<file path="src/rtl/button_conditioner_if.sv">
// ---------------------------------------------------------------------------
// button_conditioner_if
//   Signal bundle between one raw push-button source and its conditioner.
//   Signals:
//     button_i         raw, asynchronous, possibly bouncing button level
//     pressed_o        debounced, stable button level
//     press_pulse_o    one-cycle pulse on initial press or auto-repeat
//     repeat_o         qualifies press_pulse_o as an auto-repeat
//     release_pulse_o  one-cycle pulse on debounced release
//     state_o          conditioner FSM state (0 IDLE, 1 HOLD, 2 REPEAT)
//   Modports:
//     master  the side that owns the button and consumes the events
//     slave   the conditioner itself
// ---------------------------------------------------------------------------
interface button_conditioner_if;
    logic       button_i;
    logic       pressed_o;
    logic       press_pulse_o;
    logic       repeat_o;
    logic       release_pulse_o;
    logic [1:0] state_o;

    modport master (
        output button_i,
        input  pressed_o,
        input  press_pulse_o,
        input  repeat_o,
        input  release_pulse_o,
        input  state_o
    );

    modport slave (
        input  button_i,
        output pressed_o,
        output press_pulse_o,
        output repeat_o,
        output release_pulse_o,
        output state_o
    );
endinterface

</file>
<file path="src/rtl/button_conditioner.sv">
// ---------------------------------------------------------------------------
// button_conditioner
//   Turns one raw push-button into clean single-cycle events: a press pulse,
//   auto-repeat pulses while held (delayed auto shift), and a release pulse.
//   The raw level is synchronised by two flops, then debounced: the stable
//   level only follows the synchronised level after it has differed for
//   DEBOUNCE_CYCLES consecutive edges.
//   Ports:
//     clk    system clock, all state on the rising edge
//     rst_i  asynchronous, active-high reset
//     btn    button_conditioner_if.slave (button_i in, conditioned events out)
//   Parameters:
//     DEBOUNCE_CYCLES  edges the new level must persist before acceptance
//     HOLD_CYCLES      edges from the press pulse to the first auto-repeat
//     REPEAT_CYCLES    edges between successive auto-repeats
//     REPEAT_EN        1 enables auto-repeat, 0 gives one pulse per press
// ---------------------------------------------------------------------------
module button_conditioner #(
    parameter int DEBOUNCE_CYCLES = 4,
    parameter int HOLD_CYCLES     = 8,
    parameter int REPEAT_CYCLES   = 3,
    parameter bit REPEAT_EN       = 1'b1
) (
    input logic                 clk,
    input logic                 rst_i,
    button_conditioner_if.slave btn
);

    localparam int CNT_W   = $clog2(DEBOUNCE_CYCLES + 1);
    localparam int TMR_MAX = (HOLD_CYCLES > REPEAT_CYCLES) ? HOLD_CYCLES : REPEAT_CYCLES;
    localparam int TMR_W   = $clog2(TMR_MAX + 1);

    localparam logic [CNT_W-1:0] CNT_LAST    = CNT_W'(DEBOUNCE_CYCLES - 1);
    localparam logic [CNT_W-1:0] CNT_ZERO    = CNT_W'(0);
    localparam logic [CNT_W-1:0] CNT_ONE     = CNT_W'(1);
    localparam logic [TMR_W-1:0] HOLD_LAST   = TMR_W'(HOLD_CYCLES - 1);
    localparam logic [TMR_W-1:0] REPEAT_LAST = TMR_W'(REPEAT_CYCLES - 1);
    localparam logic [TMR_W-1:0] TMR_ZERO    = TMR_W'(0);
    localparam logic [TMR_W-1:0] TMR_ONE     = TMR_W'(1);

    typedef enum logic [1:0] {
        ST_IDLE   = 2'd0,
        ST_HOLD   = 2'd1,
        ST_REPEAT = 2'd2
    } state_t;

    // Synchroniser and debounce state
    logic             sync_meta_r;
    logic             sync_q_r;
    logic             stable_r;
    logic [CNT_W-1:0] cnt_r;
    logic [CNT_W-1:0] cnt_nxt_s;
    logic             accept_s;
    logic             rise_s;
    logic             fall_s;

    // FSM, timer and registered event outputs
    state_t           state_r;
    state_t           state_nxt_s;
    logic [TMR_W-1:0] timer_r;
    logic [TMR_W-1:0] timer_nxt_s;
    logic             press_r;
    logic             press_nxt_s;
    logic             repeat_r;
    logic             repeat_nxt_s;
    logic             release_r;
    logic             release_nxt_s;

    // Two-flop synchroniser for the asynchronous button level
    always_ff @(posedge clk or posedge rst_i) begin
        if (rst_i) begin
            sync_meta_r <= 1'b0;
            sync_q_r    <= 1'b0;
        end else begin
            sync_meta_r <= btn.button_i;
            sync_q_r    <= sync_meta_r;
        end
    end

    // Debounce decision: count consecutive disagreeing edges, accept on the last one
    always_comb begin
        cnt_nxt_s = CNT_ZERO;
        accept_s  = 1'b0;
        if (sync_q_r != stable_r) begin
            if (cnt_r == CNT_LAST) begin
                accept_s  = 1'b1;
                cnt_nxt_s = CNT_ZERO;
            end else begin
                accept_s  = 1'b0;
                cnt_nxt_s = cnt_r + CNT_ONE;
            end
        end else begin
            accept_s  = 1'b0;
            cnt_nxt_s = CNT_ZERO;
        end
    end

    // The accepted edge is decoded here so the FSM reacts on the same edge
    // that updates the stable level, keeping pressed_o and the pulses aligned.
    assign rise_s = accept_s & ~stable_r;
    assign fall_s = accept_s &  stable_r;

    // Debounce counter and stable level register
    always_ff @(posedge clk or posedge rst_i) begin
        if (rst_i) begin
            cnt_r    <= CNT_ZERO;
            stable_r <= 1'b0;
        end else begin
            cnt_r <= cnt_nxt_s;
            if (accept_s) begin
                stable_r <= sync_q_r;
            end else begin
                stable_r <= stable_r;
            end
        end
    end

    // Next-state, timer and pulse decode for the press/hold/repeat FSM
    always_comb begin
        state_nxt_s   = state_r;
        timer_nxt_s   = timer_r;
        press_nxt_s   = 1'b0;
        repeat_nxt_s  = 1'b0;
        release_nxt_s = 1'b0;
        case (state_r)
            ST_IDLE: begin
                if (rise_s) begin
                    press_nxt_s = 1'b1;
                    timer_nxt_s = TMR_ZERO;
                    state_nxt_s = ST_HOLD;
                end else begin
                    timer_nxt_s = TMR_ZERO;
                end
            end
            ST_HOLD: begin
                // Release has priority over any repeat falling due this edge.
                if (fall_s) begin
                    release_nxt_s = 1'b1;
                    timer_nxt_s   = TMR_ZERO;
                    state_nxt_s   = ST_IDLE;
                end else if (timer_r == HOLD_LAST) begin
                    if (REPEAT_EN) begin
                        press_nxt_s  = 1'b1;
                        repeat_nxt_s = 1'b1;
                        timer_nxt_s  = TMR_ZERO;
                        state_nxt_s  = ST_REPEAT;
                    end else begin
                        // Without auto-repeat the timer parks at its last value.
                        timer_nxt_s = timer_r;
                    end
                end else begin
                    timer_nxt_s = timer_r + TMR_ONE;
                end
            end
            ST_REPEAT: begin
                if (fall_s) begin
                    release_nxt_s = 1'b1;
                    timer_nxt_s   = TMR_ZERO;
                    state_nxt_s   = ST_IDLE;
                end else if (timer_r == REPEAT_LAST) begin
                    press_nxt_s  = 1'b1;
                    repeat_nxt_s = 1'b1;
                    timer_nxt_s  = TMR_ZERO;
                end else begin
                    timer_nxt_s = timer_r + TMR_ONE;
                end
            end
            default: begin
                state_nxt_s = ST_IDLE;
                timer_nxt_s = TMR_ZERO;
            end
        endcase
    end

    // FSM state, timer and registered pulse outputs
    always_ff @(posedge clk or posedge rst_i) begin
        if (rst_i) begin
            state_r   <= ST_IDLE;
            timer_r   <= TMR_ZERO;
            press_r   <= 1'b0;
            repeat_r  <= 1'b0;
            release_r <= 1'b0;
        end else begin
            state_r   <= state_nxt_s;
            timer_r   <= timer_nxt_s;
            press_r   <= press_nxt_s;
            repeat_r  <= repeat_nxt_s;
            release_r <= release_nxt_s;
        end
    end

    assign btn.pressed_o       = stable_r;
    assign btn.press_pulse_o   = press_r;
    assign btn.repeat_o        = repeat_r;
    assign btn.release_pulse_o = release_r;
    assign btn.state_o         = state_r;

endmodule

</file>
<file path="src/flat_wrapper.sv">
// flat-port wrapper written by rule: the top's interface ports become plain ports
module button_conditioner_flat 
#(
    parameter int DEBOUNCE_CYCLES = 4,
    parameter int HOLD_CYCLES     = 8,
    parameter int REPEAT_CYCLES   = 3,
    parameter bit REPEAT_EN       = 1'b1
)
  (clk, rst_i, btn_button_i, btn_pressed_o, btn_press_pulse_o, btn_repeat_o, btn_release_pulse_o, btn_state_o);
  button_conditioner_if btn_i ();
  input logic clk;
  input logic rst_i;
  input wire logic [$bits(btn_i.button_i)-1:0] btn_button_i;
  output wire logic [$bits(btn_i.pressed_o)-1:0] btn_pressed_o;
  output wire logic [$bits(btn_i.press_pulse_o)-1:0] btn_press_pulse_o;
  output wire logic [$bits(btn_i.repeat_o)-1:0] btn_repeat_o;
  output wire logic [$bits(btn_i.release_pulse_o)-1:0] btn_release_pulse_o;
  output wire logic [$bits(btn_i.state_o)-1:0] btn_state_o;
  assign btn_i.button_i = btn_button_i;
  assign btn_pressed_o = btn_i.pressed_o;
  assign btn_press_pulse_o = btn_i.press_pulse_o;
  assign btn_repeat_o = btn_i.repeat_o;
  assign btn_release_pulse_o = btn_i.release_pulse_o;
  assign btn_state_o = btn_i.state_o;
  button_conditioner #(.DEBOUNCE_CYCLES(DEBOUNCE_CYCLES), .HOLD_CYCLES(HOLD_CYCLES), .REPEAT_CYCLES(REPEAT_CYCLES), .REPEAT_EN(REPEAT_EN)) u_core (.clk(clk), .rst_i(rst_i), .btn(btn_i));
endmodule
</file>
<file path="config.mk">
export PLATFORM = sky130hd
export DESIGN_NAME = button_conditioner_flat
export DESIGN_NICKNAME = d
export VERILOG_FILES = /design/src/rtl/button_conditioner_if.sv /design/src/rtl/button_conditioner.sv /design/src/flat_wrapper.sv
export SDC_FILE = /design/constraint.sdc
export NUM_CORES = 1
export LEC_CHECK = 0
export BUFFER_PORTS_ARGS = -buffer_cell sky130_fd_sc_hd__buf_2
export CAP_MARGIN = 10
export CORE_MARGIN = 8
export CORE_UTILIZATION = 35
export CTS_CLUSTER_SIZE = 14
export DETAILED_ROUTE_END_ITERATION = 10
export SLEW_MARGIN = 0
export SYNTH_ARGS = -nofsm -noshare
export SYNTH_HDL_FRONTEND = slang
export SYNTH_SLANG_ARGS = --single-unit
</file>
<file path="constraint.sdc">
create_clock -name clk -period 3.5 [get_ports clk]
set_input_delay 0.175 -clock clk [delete_from_list [all_inputs] [get_ports clk]]
set_output_delay 0.175 -clock clk [all_outputs]
set_load 0.02 [all_outputs]
</file>
==> key figures, run 1 <==
Layout
  – Final core utilization: 43.5%
  – Multi-input logic area: 360 um^2
  – Area growth syn-to-layout: 16.0%
  – Non-filler cells, final: 108
  – Fillers: 200
  – Most frequent cells in the layout: 15 x dfrtp_1, 8 x buf_2, 7 x ha_1
  – Commonest non-fill, non-tap cell in the layout: dfrtp_1
  – Diodes inserted: 0
  – Nets: 92
  – Register Area: 375 um^2
  – Fraction of layout cells with a size suffix above 1: 16.0%

Die
  – Floorplan core area: 2000 um^2
  – Die X: 62.3 um
  – Site row count: 16
  – Initial Utilization: 37.5%
  – DIE HEIGHT: 62.3 um
  – DIE AREA: 3880 um^2
  – # IOs: 9

Timing
  – Max-slew violations: 0
  – Least-Margin Pin Slew: 576 ps
  – RSZ-0062 raised after global routing: no
  – Finish-stage setup viols: 0
  – Total Neg Setup Slack: 0 ps
  – Clock period minus worst slack: 1670 ps
  – Slew HR: 61.6%
  – Clock skew: 6.42 ps
  – Highest Clock Rate: 600 MHz
  – Hold Vio Cnt, Final: 0
  – Final worst path period share: 47.6%
  – Fin Hold WS: 347 ps

Logic synthesis
  – Seq/Total Area, Yosys: 50.0%
  – Synth Warn #: 0
  – Distinct cells, synth: 25
  – Post-Syn Nets: 77
  – Cell Area, Synth: 751 um^2
  – FF+latch count, synth: 15
  – Syn Area/Cell: 11.2 um^2
  – Cells after synthesis: 67

Setup path
  – CP max FO: 4
  – Endpoint type of the worst setup path: flop
  – CP Launch Type: flop
  – RR Startpoint: u_core.timer_r[0]$_DFF_PP0_
  – Class of the most critical setup path: reg -> reg
  – Critical Path Start: u_core.timer_r[0]$_DFF_PP0_
  – Worst Path Required: 3670 ps
  – Arrival time worst endpoint: 1840 ps
  – R2R setup slack: 1830 ps

Clock tree
  – Clock H-tree levels: 1
  – CTS tree: built
  – Max Buffers Root-to-Sink: 2
  – Clk Latency, worst-skew pair: 280 ps
  – Clock-pin slew on the worst setup and hold paths: 90 ps
  – CTS sink count: 15
  – CTS Buf Count: 3
  – CTS resizes: 0
  – CTS Root Cell: clkbuf_4

Global route
  – GRT Util Overall: 7.20%
  – Vias in the first global route: 536
  – First-pass GRT wire length: 2280 um
  – GRT overflow: 0
  – Largest net degree at the start of global routing: 16
  – Initial antenna violation count: 0

Job
  – MaxCap Viol Count: 0

Detailed routing
  – DRC violations left: 0
  – DR vias: 522
  – ANT nets after route: 0
  – DR vias/cell: 4.83
  – Routed WL per cell: 12.1 um
  – Total Wirelength: 1310 um
  – Drt pass-1 iters: 4
  – DR iter-0 viols: 11

Power and ir drop
  – PD cells: 563 nW/um^2
  – Maximum VDD drop: 271 uV
  – Tot Pwr: 490 uW
  – Leak: 0.433 nW

Place
  – Port buffer count: 8
  – Routability cong.: 0.836
  – Detailed Place HPWL: 931 um
  – Placed insts: 102

Worst hold path
  – HP Start: u_core.sync_meta_r$_DFF_PP0_
  – Min-Delay Path Class: reg -> reg

Status
  – Status: complete, no violations
report_power, final:
part / total [mW] / leakage, nW / internal, mW / switching, mW
combinational: 0.163 / 0.220 / 0.0709 / 0.0917
sequential: 0.228 / 0.199 / 0.201 / 0.0273
clock: 0.0992 / 0.0150 / 0.0442 / 0.0550
total: 0.490 / 0.433 / 0.316 / 0.174
sequential cells by signal, indices dropped and copies added (netlist names):
register,count
u_core.btn.pressed_o,1
u_core.btn.press_pulse_o,1
u_core.btn.state_o,2
u_core.sync_meta_r,1
u_core.timer_r,4
u_core.cnt_r,3
u_core.btn.repeat_o,1
u_core.sync_q_r,1
u_core.btn.release_pulse_o,1
logic make-up (layout without fill, tap and decap cells):
group	Yosys count	in the layout	synth area share (%)
buffers and inverters	4	18	2.00
AO/OA/AOI/OAI	8	8	7.00
AND/OR/NAND/NOR	29	29	24.3
XOR/XNOR	3	3	3.50
multiplexers	1	1	1.50
flip-flops	15	15	50.0
adder cells (fa/ha/maj)	7	7	11.7
through the flow:
step           setup WS (ps)  area [um^2]
6_report                1830          871
3_3_place_gp            1880          825
5_1_grt                 1740          871
4_1_cts                 1840          871
2_1_floorplan           1970          751
3_5_place_dp            1870          825
cells in the mapped netlist (all sizes together):
cell	instances	area share, %
a21oi	2	1.3
a221oi	1	1.2
and2	1	0.83
and3	1	0.83
and3b	1	1.2
and4bb	1	1.7
dfrtp	15	50
ha	7	12
inv	4	2.0
mux2	1	1.5
nand2	4	2.0
nand3	3	2.0
nand4b	1	1.2
nand4bb	1	1.5
nor2	6	3.0
nor2b	3	2.5
nor3	1	0.67
nor3b	4	4.7
o211a	1	1.3
o21a	1	1.2
o21ai	3	2.0
or3b	2	2.3
xnor2	1	1.2
xor2	2	2.3
final timing paths:
| check | to | depth (start not counted) |
|---|---|---|
| max reg2reg | u_core.timer_r[3]$_DFF_PP0_ | 6 |
| min reg2reg | u_core.sync_q_r$_DFF_PP0_ | 0 |
| min in group asynchronous | u_core.timer_r[1]$_DFF_PP0_ | 3 |
| max in group asynchronous | u_core.cnt_r[2]$_DFF_PP0_ | 3 |
| max | u_core.timer_r[3]$_DFF_PP0_ | 6 |
| min | u_core.sync_q_r$_DFF_PP0_ | 0 |
what timing repair did:
action                                 4_1_cts  5_1_grt
hold buffers                                 2        0
setup buffers                                0        0
endpoints found under the hold margin       16        0
metal layers:
metal / share of wire, % / track usage [%] / up-vias / wire [um]
li1: - / - / 259 / -
met1: 51 / 8.80 / 253 / 664
met2: 43 / 10.3 / 8 / 567
met3: 3.7 / 1.25 / 2 / 48
met4: 2.1 / 6.84 / 0 / 27
met5: 0 / 0 / - / 0
layout make-up:
class                      count  share of cell area, %
sequential                    15                   43.1
multi-input combinational     48                   41.4
timing repair buffer          10                   6.90
tap                           27                   3.88
clock buffer                   4                   3.02
inverter                       4                   1.72
critical path, stage by stage, from the launching register on:
cell     delay (ps)
dfrtp_1         420
inv_1            70
ha_1            140
or3b_1          390
and3_1          200
o21ai_1         240
nor2_1           90
No activity file was read; power rests on OpenSTA's default activity.
==> run 2: changes to the inputs <==
==> constraint.sdc (replaced) <==
create_clock -name clk -period 1.45 [get_ports clk]
set_input_delay 0.0725 -clock clk [delete_from_list [all_inputs] [get_ports clk]]
set_output_delay 0.0725 -clock clk [all_outputs]
set_load 0.02 [all_outputs]
==> run 2 against run 1 <==
  * The flow now finishes with violations (setup timing)
  * Combinational power rose to 4.2 times the previous value
  * Hold slack improved by 7.5 ps
  * Global-route usage increased by 1.7 points
  * Sequential share of layout area shrank 8.9 points
  * Die area stayed put
  * Worst setup slack lost 1900 ps
  * Utilization up 12 points
  * Power increased to 3.0 times the previous value
  * Largest cell class is now multi-input gates
==> key figures, run 2 (synthesis results as in run 1) <==
Global route
  – Met3 GRT Util: 3.76% (+2.5 points)
  – Initial antenna violation count: 0 (unchanged)
  – GRT Util Overall: 8.90% (+1.7 points)
  – Met2 Usage GRT: 15.4% (+5.0 points)
  – GRT busiest layer: met2
  – First-pass GRT wire length: 2790 um (+23%)
  – Vias in the first global route: 643 (+20%)
  – GRT overflow: 0 (unchanged)
  – Largest net degree at the start of global routing: 16 (unchanged)
  – Met1 Usage GRT: 9.13% (+0.33 points)

Setup path
  – Class of the most critical setup path: reg -> reg
  – Critical Path Start: u_core.timer_r[0]$_DFF_PP0_
  – CP Launch Type: flop
  – Endpoint type of the worst setup path: flop
  – FF-to-FF path depth: 6 (unchanged)
  – Arrival time worst endpoint: 1740 ps (-100 ps)
  – R2R setup slack: -70 ps (-1900 ps)
  – CP max FO: 3 (-1)
  – Reg2reg end: u_core.btn.state_o[0]$_DFFE_PP0P_
  – Worst Path Required: 1670 ps (-2000 ps)
  – RR Startpoint: u_core.timer_r[0]$_DFF_PP0_

Place
  – Placed insts: 115 (+13%)
  – Detailed Place HPWL: 1120 um (+21%)
  – Dpl cell area: 931 um^2 (+13%)
  – Routability cong.: 0.840 (+0.45%)
  – Port buffer count: 8 (unchanged)
  – Worst slack, placed: -107 ps (-1970 ps)

Layout
  – Commonest non-fill, non-tap cell in the layout: buf_4
  – Nets: 110 (+20%)
  – Diodes inserted: 0 (unchanged)
  – Non-filler cells, final: 126 (+17%)
  – Max FFs per register: 4 (unchanged)
  – Most flop-heavy register: u_core.timer_r
  – Most frequent cells in the layout: 17 x buf_4, 13 x dfrtp_1, 8 x buf_2
  – Fraction of layout cells with a size suffix above 1: 48.5% (+32 points)
  – Area growth syn-to-layout: 47.3%
  – Post-route cell area: 1110 um^2 (+27%)
  – Final core utilization: 55.3% (+12 points)

Worst hold path
  – Hold path depth: 0 (unchanged)
  – Min-Delay Path Class: reg -> reg
  – WHS Endpoint: u_core.sync_q_r$_DFF_PP0_
  – HP Start: u_core.sync_meta_r$_DFF_PP0_

Die
  – Die X: 62.3 um (unchanged)
  – DIE HEIGHT: 62.3 um (unchanged)
  – DIE AREA: 3880 um^2 (unchanged)
  – # IOs: 9 (unchanged)
  – Initial Utilization: 37.5% (unchanged)
  – Floorplan core area: 2000 um^2 (unchanged)
  – Site row count: 16 (unchanged)

Status
  – Failing checks: setup timing
  – Status: complete, but fails checks

Clock tree
  – Clock H-tree levels: 1 (unchanged)
  – Max Buffers Root-to-Sink: 2 (unchanged)
  – CTS tree: built
  – Clock-pin slew on the worst setup and hold paths: 90 ps (about the same)
  – Clk Latency, worst-skew pair: 290 ps (about the same)
  – CTS Buf Count: 3 (unchanged)
  – CTS Root Cell: clkbuf_4
  – CTS sink count: 15 (unchanged)

Timing
  – Final Worst Setup Slack: -69.4 ps (-1900 ps)
  – Clock skew: 5.60 ps (-0.825 ps)
  – Hold Vio Cnt, Final: 0 (unchanged)
  – Fin Hold WS: 354 ps (+7.49 ps)
  – Finish-stage setup viols: 4 (+4)
  – Slew HR: 61.2% (-0.37 points)
  – Total Neg Setup Slack: -133 ps (-133 ps)
  – Max-slew violations: 0 (unchanged)
  – Clock period minus worst slack: 1520 ps (-147 ps)
  – Highest Clock Rate: 658 MHz (+9.7%)
  – Least-Margin Pin Slew: 582 ps (+5.51 ps)
  – Final worst path period share: 105% (+57 points)
  – RSZ-0062 raised after global routing: yes

Power and ir drop
  – Reg power frac: 37.8% (-8.8 points)
  – Tot Pwr: 1.49 mW (+200%)
  – Clock share of power: 16.6% (-3.6 points)
  – Net Sw Power: 539 uW (+210%)
  – Power Internal: 956 uW (+200%)
  – Comb power frac: 45.6% (+12 points)
  – Leak: 0.523 nW (+21%)
  – Sw Ratio: 36.0% (+0.53 points)
  – PD cells: 1350 nW/um^2 (+140%)
  – Maximum VDD drop: 773 uV (+190%)

Detailed routing
  – Drt pass-1 iters: 1 (-3)
  – DRC violations left: 0 (unchanged)
  – ANT nets after route: 0 (unchanged)
  – Routed WL per cell: 13.2 um (+9.1%)
  – DR vias/cell: 4.72 (-2.3%)
  – Total Wirelength: 1660 um (+27%)
  – DR vias: 595 (+14%)
  – DR iter-0 viols: 0 (-11)

Job
  – MaxCap Viol Count: 0 (unchanged)
-- run 2: cell count changes in the layout (fill, tap and decap cells not counted), moves of 2 or more --
cell     change
buf_4       +17
ha_1         -4
ha_4         +4
dfrtp_1      -2
dfrtp_2      +2
inv_1        -2
o21ai_1      -2
-- run 2: final cells by class --
cell class	count	area, um^2
fill	192	896
tap	27	33.8
inverter	4	17.5
sequential	15	378
clock buffer	4	26.3
timing repair buffer	28	199
multi-input combinational	48	452
-- run 2: power groups by stage --
stage	clock [mW]	combinational, mW	sequential (mW)
2_1_floorplan	0	0.267	0.590
5_1_grt	0.276	0.742	0.575
4_1_cts	0.256	0.602	0.550
3_3_place_gp	0	0.515	0.549
6_report	0.248	0.681	0.565
3_5_place_dp	0	0.520	0.554
-- run 2: metal layers --
layer  vias up  share of wire [%]
li1        299                  -
met1       281                 43
met2        10                 50
met3         5                5.6
met4         0                1.6
met5         -                  0
-- run 2: timing repair --
item / 4_1_cts / 5_1_grt
resized for setup: 11 / 10
pin swaps: 10 / 4
hold endpoints to repair: 16 / 0
endpoints found under the setup margin: 5 / 6
hold buffers: 2 / 0
setup buffers: 2 / 3
-- run 2: critical path, stage by stage (launching register included) --
cell     delay, ps
dfrtp_1        400
buf_6          130
ha_4           150
and3b_2        230
nor3b_4        270
or3b_1         160
o211a_1        130
-- run 2: worst max-delay path by stage --
stage                                             end  slack, ps  depth (start not counted)
floorplan           u_core.btn.state_o[0]$_DFFE_PP0P_         -2                          5
global placement          u_core.timer_r[3]$_DFF_PP0_        -70                          6
detailed placement        u_core.timer_r[3]$_DFF_PP0_       -110                          6
CTS                 u_core.btn.state_o[0]$_DFFE_PP0P_        -50                          5
global route              u_core.timer_r[3]$_DFF_PP0_       -110                          6
finish              u_core.btn.state_o[0]$_DFFE_PP0P_        -70                          6
